### src/rtl/nanorv32_gpio_port_if.sv
// rtl/nanorv32_gpio_port_if.sv - nanorv32 data-port bundle between CPU and GPIO responder
//
// Ports (signals of the bundle):
//   sel, req     access qualifier and request, held by the master until early_ready
//   addr         word address, register index in addr[2:0]
//   wdata        write data
//   bytesel      byte write strobes, 0000 = read
//   rdata        read data, nonzero only during ready_r
//   early_ready  access completes at this clock edge
//   ready_r      registered early_ready (response cycle)
interface nanorv32_gpio_port_if #(
   parameter int ADDR_WIDTH = 3
);
   logic                  sel;
   logic                  req;
   logic [ADDR_WIDTH-1:0] addr;
   logic [31:0]           wdata;
   logic [3:0]            bytesel;
   logic [31:0]           rdata;
   logic                  early_ready;
   logic                  ready_r;

   modport master (
      output sel, req, addr, wdata, bytesel,
      input  rdata, early_ready, ready_r
   );

   modport slave (
      input  sel, req, addr, wdata, bytesel,
      output rdata, early_ready, ready_r
   );
endinterface

### src/rtl/nanorv32_gpio_port.sv
// rtl/nanorv32_gpio_port.sv - memory-mapped GPIO responder for two 16-bit ports
//
// Ports:
//   clk, rst        core clock, synchronous active-high reset
//   bus             nanorv32 data-port slave (sel/req/addr/wdata/bytesel in,
//                   rdata/early_ready/ready_r out)
//   p0_in, p1_in    raw asynchronous pad inputs
//   p0_out, p1_out  output data registers
//   p0_oe, p1_oe    per-bit output enables, 1 = drive
//   irq             registered level interrupt, |(EDGE_STAT & EDGE_MASK)
module nanorv32_gpio_port #(
   parameter int ADDR_WIDTH  = 3,
   parameter int WAIT_STATES = 0
) (
   input  logic                 clk,
   input  logic                 rst,
   nanorv32_gpio_port_if.slave  bus,
   input  logic [15:0]          p0_in,
   input  logic [15:0]          p1_in,
   output logic [15:0]          p0_out,
   output logic [15:0]          p0_oe,
   output logic [15:0]          p1_out,
   output logic [15:0]          p1_oe,
   output logic                 irq
);

   typedef enum logic [1:0] {IDLE, WAIT, DONE} state_t;

   localparam logic [3:0] WAIT_LOAD = 4'(WAIT_STATES);

   state_t      state_q, state_d;
   logic [3:0]  cnt_q, cnt_d;
   logic [2:0]  cap_addr_q, cap_addr_d;
   logic [31:0] cap_wdata_q, cap_wdata_d;
   logic [3:0]  cap_be_q, cap_be_d;

   logic [31:0] s1_q, s1_d, s2_q, s2_d, s3_q, s3_d;
   logic [15:0] p0_out_q, p0_out_d, p0_oe_q, p0_oe_d;
   logic [15:0] p1_out_q, p1_out_d, p1_oe_q, p1_oe_d;
   logic [31:0] edge_stat_q, edge_stat_d;
   logic [31:0] edge_mask_q, edge_mask_d;
   logic [31:0] rdata_q, rdata_d;
   logic        ready_r_q, ready_r_d;
   logic        irq_q, irq_d;

   logic        early_ready;
   logic [2:0]  acc_addr;
   logic [31:0] acc_wdata;
   logic [3:0]  acc_be;
   logic        acc_wr;
   logic        acc_rd;
   logic [31:0] be_mask;
   logic [31:0] rd_mux;
   logic [31:0] rise;
   logic [31:0] stat_clr;

   // Handshake FSM. The access target is the live bus with no wait states,
   // otherwise the values captured when the request was accepted.
   always_comb begin
      state_d     = state_q;
      cnt_d       = cnt_q;
      cap_addr_d  = cap_addr_q;
      cap_wdata_d = cap_wdata_q;
      cap_be_d    = cap_be_q;
      early_ready = 1'b0;
      acc_addr    = cap_addr_q;
      acc_wdata   = cap_wdata_q;
      acc_be      = cap_be_q;
      // A request seen while rst is high is discarded, never acknowledged.
      if (!rst) begin
         case (state_q)
            IDLE: begin
               if (bus.sel && bus.req) begin
                  cap_addr_d  = bus.addr[2:0];
                  cap_wdata_d = bus.wdata;
                  cap_be_d    = bus.bytesel;
                  if (WAIT_STATES == 0) begin
                     early_ready = 1'b1;
                     acc_addr    = bus.addr[2:0];
                     acc_wdata   = bus.wdata;
                     acc_be      = bus.bytesel;
                  end else begin
                     cnt_d   = WAIT_LOAD;
                     state_d = WAIT;
                  end
               end
            end
            // req is not looked at here: a dropped request still completes.
            WAIT: begin
               cnt_d = cnt_q - 4'd1;
               if (cnt_q == 4'd1) begin
                  early_ready = 1'b1;
                  state_d     = DONE;
               end
            end
            // One dead cycle so a req still held after early_ready is not
            // taken as a second access.
            DONE: state_d = IDLE;
            default: state_d = IDLE;
         endcase
      end
   end

   assign acc_wr  = early_ready && (acc_be != 4'd0);
   assign acc_rd  = early_ready && (acc_be == 4'd0);
   assign be_mask = {{8{acc_be[3]}}, {8{acc_be[2]}}, {8{acc_be[1]}}, {8{acc_be[0]}}};

   always_comb begin
      rd_mux = 32'd0;
      case (acc_addr)
         3'd0: rd_mux = {16'd0, p0_out_q};
         3'd1: rd_mux = {16'd0, p0_oe_q};
         3'd2: rd_mux = {16'd0, s2_q[15:0]};
         3'd3: rd_mux = {16'd0, p1_out_q};
         3'd4: rd_mux = {16'd0, p1_oe_q};
         3'd5: rd_mux = {16'd0, s2_q[31:16]};
         3'd6: rd_mux = edge_stat_q;
         3'd7: rd_mux = edge_mask_q;
         default: rd_mux = 32'd0;
      endcase
   end

   // Input path: s1/s2 synchronize, s3 holds the previous synchronized value.
   assign rise     = s2_q & ~s3_q;
   assign stat_clr = (acc_wr && acc_addr == 3'd6) ? (acc_wdata & be_mask) : 32'd0;

   always_comb begin
      s1_d      = {p1_in, p0_in};
      s2_d      = s1_q;
      s3_d      = s2_q;
      p0_out_d  = p0_out_q;
      p0_oe_d   = p0_oe_q;
      p1_out_d  = p1_out_q;
      p1_oe_d   = p1_oe_q;
      edge_mask_d = edge_mask_q;
      // Set wins over a simultaneous write-one-to-clear.
      edge_stat_d = (edge_stat_q & ~stat_clr) | rise;
      if (acc_wr) begin
         case (acc_addr)
            3'd0: p0_out_d = (p0_out_q & ~be_mask[15:0]) | (acc_wdata[15:0] & be_mask[15:0]);
            3'd1: p0_oe_d  = (p0_oe_q  & ~be_mask[15:0]) | (acc_wdata[15:0] & be_mask[15:0]);
            3'd3: p1_out_d = (p1_out_q & ~be_mask[15:0]) | (acc_wdata[15:0] & be_mask[15:0]);
            3'd4: p1_oe_d  = (p1_oe_q  & ~be_mask[15:0]) | (acc_wdata[15:0] & be_mask[15:0]);
            3'd7: edge_mask_d = (edge_mask_q & ~be_mask) | (acc_wdata & be_mask);
            default: ;
         endcase
      end
      rdata_d   = acc_rd ? rd_mux : 32'd0;
      ready_r_d = early_ready;
      irq_d     = |(edge_stat_q & edge_mask_q);
   end

   always_ff @(posedge clk) begin
      if (rst) begin
         state_q     <= IDLE;
         cnt_q       <= 4'd0;
         cap_addr_q  <= 3'd0;
         cap_wdata_q <= 32'd0;
         cap_be_q    <= 4'd0;
         s1_q        <= 32'd0;
         s2_q        <= 32'd0;
         s3_q        <= 32'd0;
         p0_out_q    <= 16'd0;
         p0_oe_q     <= 16'd0;
         p1_out_q    <= 16'd0;
         p1_oe_q     <= 16'd0;
         edge_stat_q <= 32'd0;
         edge_mask_q <= 32'd0;
         rdata_q     <= 32'd0;
         ready_r_q   <= 1'b0;
         irq_q       <= 1'b0;
      end else begin
         state_q     <= state_d;
         cnt_q       <= cnt_d;
         cap_addr_q  <= cap_addr_d;
         cap_wdata_q <= cap_wdata_d;
         cap_be_q    <= cap_be_d;
         s1_q        <= s1_d;
         s2_q        <= s2_d;
         s3_q        <= s3_d;
         p0_out_q    <= p0_out_d;
         p0_oe_q     <= p0_oe_d;
         p1_out_q    <= p1_out_d;
         p1_oe_q     <= p1_oe_d;
         edge_stat_q <= edge_stat_d;
         edge_mask_q <= edge_mask_d;
         rdata_q     <= rdata_d;
         ready_r_q   <= ready_r_d;
         irq_q       <= irq_d;
      end
   end

   assign bus.early_ready = early_ready;
   assign bus.ready_r     = ready_r_q;
   assign bus.rdata       = rdata_q;
   assign p0_out = p0_out_q;
   assign p0_oe  = p0_oe_q;
   assign p1_out = p1_out_q;
   assign p1_oe  = p1_oe_q;
   assign irq    = irq_q;

endmodule

### src/flat_wrapper.sv
// flat-port wrapper written by rule: the top's interface ports become plain ports
module nanorv32_gpio_port_flat 
#(
   parameter int ADDR_WIDTH  = 3,
   parameter int WAIT_STATES = 0
)
  (clk, rst, p0_in, p1_in, p0_out, p0_oe, p1_out, p1_oe, irq, bus_sel, bus_req, bus_addr, bus_wdata, bus_bytesel, bus_rdata, bus_early_ready, bus_ready_r);
  nanorv32_gpio_port_if #(.ADDR_WIDTH(ADDR_WIDTH)) bus_i ();
  input  logic clk;
  input  logic rst;
  input  logic [15:0] p0_in;
  input  logic [15:0] p1_in;
  output logic [15:0] p0_out;
  output logic [15:0] p0_oe;
  output logic [15:0] p1_out;
  output logic [15:0] p1_oe;
  output logic irq;
  input wire logic [$bits(bus_i.sel)-1:0] bus_sel;
  input wire logic [$bits(bus_i.req)-1:0] bus_req;
  input wire logic [$bits(bus_i.addr)-1:0] bus_addr;
  input wire logic [$bits(bus_i.wdata)-1:0] bus_wdata;
  input wire logic [$bits(bus_i.bytesel)-1:0] bus_bytesel;
  output wire logic [$bits(bus_i.rdata)-1:0] bus_rdata;
  output wire logic [$bits(bus_i.early_ready)-1:0] bus_early_ready;
  output wire logic [$bits(bus_i.ready_r)-1:0] bus_ready_r;
  assign bus_i.sel = bus_sel;
  assign bus_i.req = bus_req;
  assign bus_i.addr = bus_addr;
  assign bus_i.wdata = bus_wdata;
  assign bus_i.bytesel = bus_bytesel;
  assign bus_rdata = bus_i.rdata;
  assign bus_early_ready = bus_i.early_ready;
  assign bus_ready_r = bus_i.ready_r;
  nanorv32_gpio_port #(.ADDR_WIDTH(ADDR_WIDTH), .WAIT_STATES(WAIT_STATES)) u_core (.clk(clk), .rst(rst), .bus(bus_i), .p0_in(p0_in), .p1_in(p1_in), .p0_out(p0_out), .p0_oe(p0_oe), .p1_out(p1_out), .p1_oe(p1_oe), .irq(irq));
endmodule
### config.mk
export PLATFORM = sky130hd
export DESIGN_NAME = nanorv32_gpio_port_flat
export DESIGN_NICKNAME = d
export VERILOG_FILES = /design/src/rtl/nanorv32_gpio_port_if.sv /design/src/rtl/nanorv32_gpio_port.sv /design/src/flat_wrapper.sv
export SDC_FILE = /design/constraint.sdc
export NUM_CORES = 1
export LEC_CHECK = 0
export ABC_AREA = 0
export CORE_ASPECT_RATIO = 0.5
export CORE_UTILIZATION = 43
export CTS_CLUSTER_DIAMETER = 120
export DETAILED_ROUTE_END_ITERATION = 7
export PLACE_DENSITY_LB_ADDON = 0.3
export SETUP_SLACK_MARGIN = 0.5
export SYNTH_ARGS = -nofsm -noshare
export SYNTH_HDL_FRONTEND = slang
export SYNTH_SLANG_ARGS = --single-unit
export TNS_END_PERCENT = 20
### constraint.sdc
create_clock -name clk -period 6.4 [get_ports clk]
set_input_delay 1.6 -clock clk [delete_from_list [all_inputs] [get_ports clk]]
set_output_delay 1.6 -clock clk [all_outputs]
set_load 0.02 [all_outputs]
==> qor.csv <==
stage,metric,value,unit
pwr,P_leak,4.984,nW
worst_setup_path,CP max stage delay,0.67,ns
routing,Detail Route Antenna Nets,0,
logic_synthesis,Yosys top cell by area,dfxtp_1,
finish,fin cells,1719,
worst_setup_path,Worst R2R End,u_core.edge_stat_q[30],
status,status,finished clean,
pwr,pwr/cell area,256.6,nW/µm²
logic_synthesis,"Top FF cell, synth",dfxtp_1,
worst_setup_path,Worst path most repeated cell,clkdlybuf4s50_1,
clock_network,root buf cell,clkbuf_16,
worst_setup_path,crit path cell chain,clkdlybuf4s50_1 > buf_4 > nand3b_4 > inv_2 > clkdlybuf4s50_1,
worst_setup_path,Worst setup SP type,primary input,
logic_synthesis,"EDFF count, synth",0,
clock_network,CTS Buf Count,25,
floorplan,I/O pin cnt,174,
worst_setup_path,Crit Path Max Fanout,21,
routing,Initial DRC Count,1193,
clock_network,post-CTS resize count,0,
routing,via count,9671,
timing,Clock Skew,0.01519,ns
logic_synthesis,post-synthesis cell area,11210,µm²
timing,count of pins over their slew limit,0,
finish,share of layout cells above drive strength 1,0.06109,
floorplan,Core Area,25390,µm²
timing,setup TNS,0,ns
placed_design,sum of net half-perimeters after detailed placement,25380,µm
global_routing,initial antenna violation count,0,
logic_synthesis,synthesized area per cell,9.160,µm²
worst_setup_path,R2R Setup Slk,3.81,ns
clock_network,Hold Buf Count CTS,0,
logic_synthesis,largest cells by area after synthesis,"dfxtp_1 51%, mux2i_1 7.1%, nor2b_1 6.1%, a22oi_1 4.3%, nand2_1 4.1%",
timing,"Hold Vio Cnt, Final",0,
floorplan,die area,26760,µm²
worst_setup_path,critical path capture point type,primary output,
logic_synthesis,register area share after synthesis,0.5071,
logic_synthesis,ys async rst share,0,
timing,Final Cycle Share,0.7954,
worst_setup_path,slowest CP cell,clkdlybuf4s50_1,
logic_synthesis,share of the synthesized area in the top cell type,0.5071,
global_routing,total gr overflow,0,
logic_synthesis,Post-Syn Nets,1299,
logic_synthesis,Synth Register Bits,284,
clock_network,worst skew pair latency,0.54,ns
timing,fin crit period,5.091,ns
job,Max Cap Viol,0,
clock_network,Clock Sinks,284,
finish,Util after Layout,0.5483,
logic_synthesis,"count leader, synth",dfxtp_1,
worst_setup_path,Critical Path AT,3.49,ns
floorplan,Row Count,41,
global_routing,gr usage total,0.2631,
logic_synthesis,Post-synth top cells,"284 x dfxtp_1, 123 x nand2_1, 109 x nor2b_1",
global_routing,vias in the first global route,8697,
floorplan,die width,230.4,µm
timing,Finish-stage setup viols,0,
logic_synthesis,Synth warnings,0,
routing,First-pass DRT Iterations,6,
routing,WL/cell,21.09,µm
worst_hold_path,hold worst-path end,u_core.edge_stat_q[7],
clock_network,# H-tree levels,1,
pwr,Peak VDD IR,0.0001401,V
worst_setup_path,WP data required,4.80,ns
worst_hold_path,cell depth of the worst min-delay path,1,
placed_design,placer congestion estimate,0.9406,
global_routing,largest net degree at the start of global routing,96,
logic_synthesis,Mapped Cells,1224,
routing,Vias/cell,5.626,
timing,RSZ-0062 raised after global routing,no,
worst_setup_path,r2r startpoint,u_core.cap_addr_q[1],
timing,Slew headroom,0.2126,
global_routing,global-route wire length before repair,53580,µm
finish,"Design Area, Final",13920,µm²
worst_setup_path,R2R cell count,5,
placed_design,# placed instances,1675,
clock_network,clock tree buffer depth,3,
worst_setup_path,crit path kind,primary input to primary output,
clock_network,CTS tree,built,
placed_design,PortBufs,173,
logic_synthesis,unique cell type count in the Yosys netlist,47,
finish,# diodes,0,
floorplan,Initial Util,0.4415,
timing,worst-margin pin slew,1.181,ns
routing,total wire length,36250,µm
finish,Final nets,1433,
placed_design,dpl cell area,13150,µm²
timing,Peak Freq,0.1964,GHz
floorplan,Die Ht,116.2,µm
routing,DRC violations left,0,
pwr,Final Power,0.003572,W
worst_hold_path,worst hold path class,flip-flop to flip-flop,
worst_hold_path,hold path startpoint,u_core.s3_q[7],
finish,area delta synth->final,24.18,%
finish,Filler Cells Inserted,2247,
clock_network,"CTS clk-pin slew, worst paths",0.07,ns
clock_network,Post-CTS Setup Bufs,0,
## kinds of logic (layout without fill, tap and decap cells)
logic type / count (synthesis) / in the layout / share of synthesized area
muxes: 81 / 81 / 0.07276
DFF: 284 / 284 / 0.5071
buffers and inverters: 135 / 286 / 0.05066
AOI/OAI and AO/OA: 278 / 278 / 0.1706
and+or+nand+nor: 446 / 446 / 0.1989
## worst max-delay path by stage
stage	slack, ns	cells after the start	startpoint	to
6_report	1.31	5	bus_req	bus_early_ready
3_5_place_dp	1.32	5	bus_req	bus_early_ready
4_1_cts	1.32	5	bus_req	bus_early_ready
3_3_place_gp	1.36	5	bus_sel	bus_early_ready
5_1_grt	1.25	5	bus_req	bus_early_ready
2_1_floorplan	2.68	3	rst	bus_early_ready
## cell type report
cell class	count	area, µm²	area share
clock inverters	7	43.79	0.003145
well taps	344	430.4	0.03091
repair buffers	192	1876	0.1347
flip-flops and latches	284	5685	0.4083
inverters	50	187.7	0.01348
clock buffers	37	730.7	0.05248
multi-input cells	805	4970	0.3569
## metal layers
| metal | track usage | up-vias | wire [µm] | part of all wire |
|---|---|---|---|---|
| met4 | 0.05386 | 0 | 570 | 0.016 |
| met5 | 0 | - | 0 | 0 |
| met1 | 0.3770 | 4614 | 15970 | 0.44 |
| li1 | - | 4508 | - | - |
| met2 | 0.4036 | 496 | 15760 | 0.43 |
| met3 | 0.06274 | 53 | 3942 | 0.11 |
## metrics by stage
step	hold slack (ns)	setup WS [ns]
after floorplan	0.3880	2.680
after global placement	0.3902	1.358
after detailed placement	0.3961	1.322
after CTS	0.4069	1.324
after global routing	0.4205	1.247
final	0.4063	1.309
## worst max-delay path, delay by kind of cell
family	cells	cell delay, ns
and+or+nand+nor	1	0.29
buffers and inverters	4	1.59
## where the power goes
part	internal [W]	switching, W	total (W)
clock	0.000791	0.000669	0.00146
sequential	0.00181	0.0000387	0.00185
combinational	0.000108	0.000153	0.000261
## placed cells by master (no fill, tap or decap), types with 2 or more instances in the layout
cell	count
dfxtp_1	284
nor3_4	3
a211oi_1	7
o2bb2ai_1	8
a21oi_2	4
a22o_1	15
nor2b_1	109
o21a_1	8
nor2_1	107
o31ai_1	8
clkbuf_8	6
nand4_1	8
nand3_1	40
clkinvlp_4	2
a32o_1	2
clkinv_2	4
clkdlybuf4s50_1	172
o21ai_0	17
inv_1	49
o2111ai_1	8
a21bo_2	8
clkbuf_16	25
o22a_1	8
nor4_1	16
nand2b_1	10
nand2_1	123
a31oi_1	16
a21oi_1	72
nor3_1	9
o22ai_1	23
a22oi_1	64
mux2i_1	80
buf_4	19
clkbuf_1	6
or3_1	10
a2bb2oi_1	8
nor2_4	3
Power figures use the tool's default switching activity.
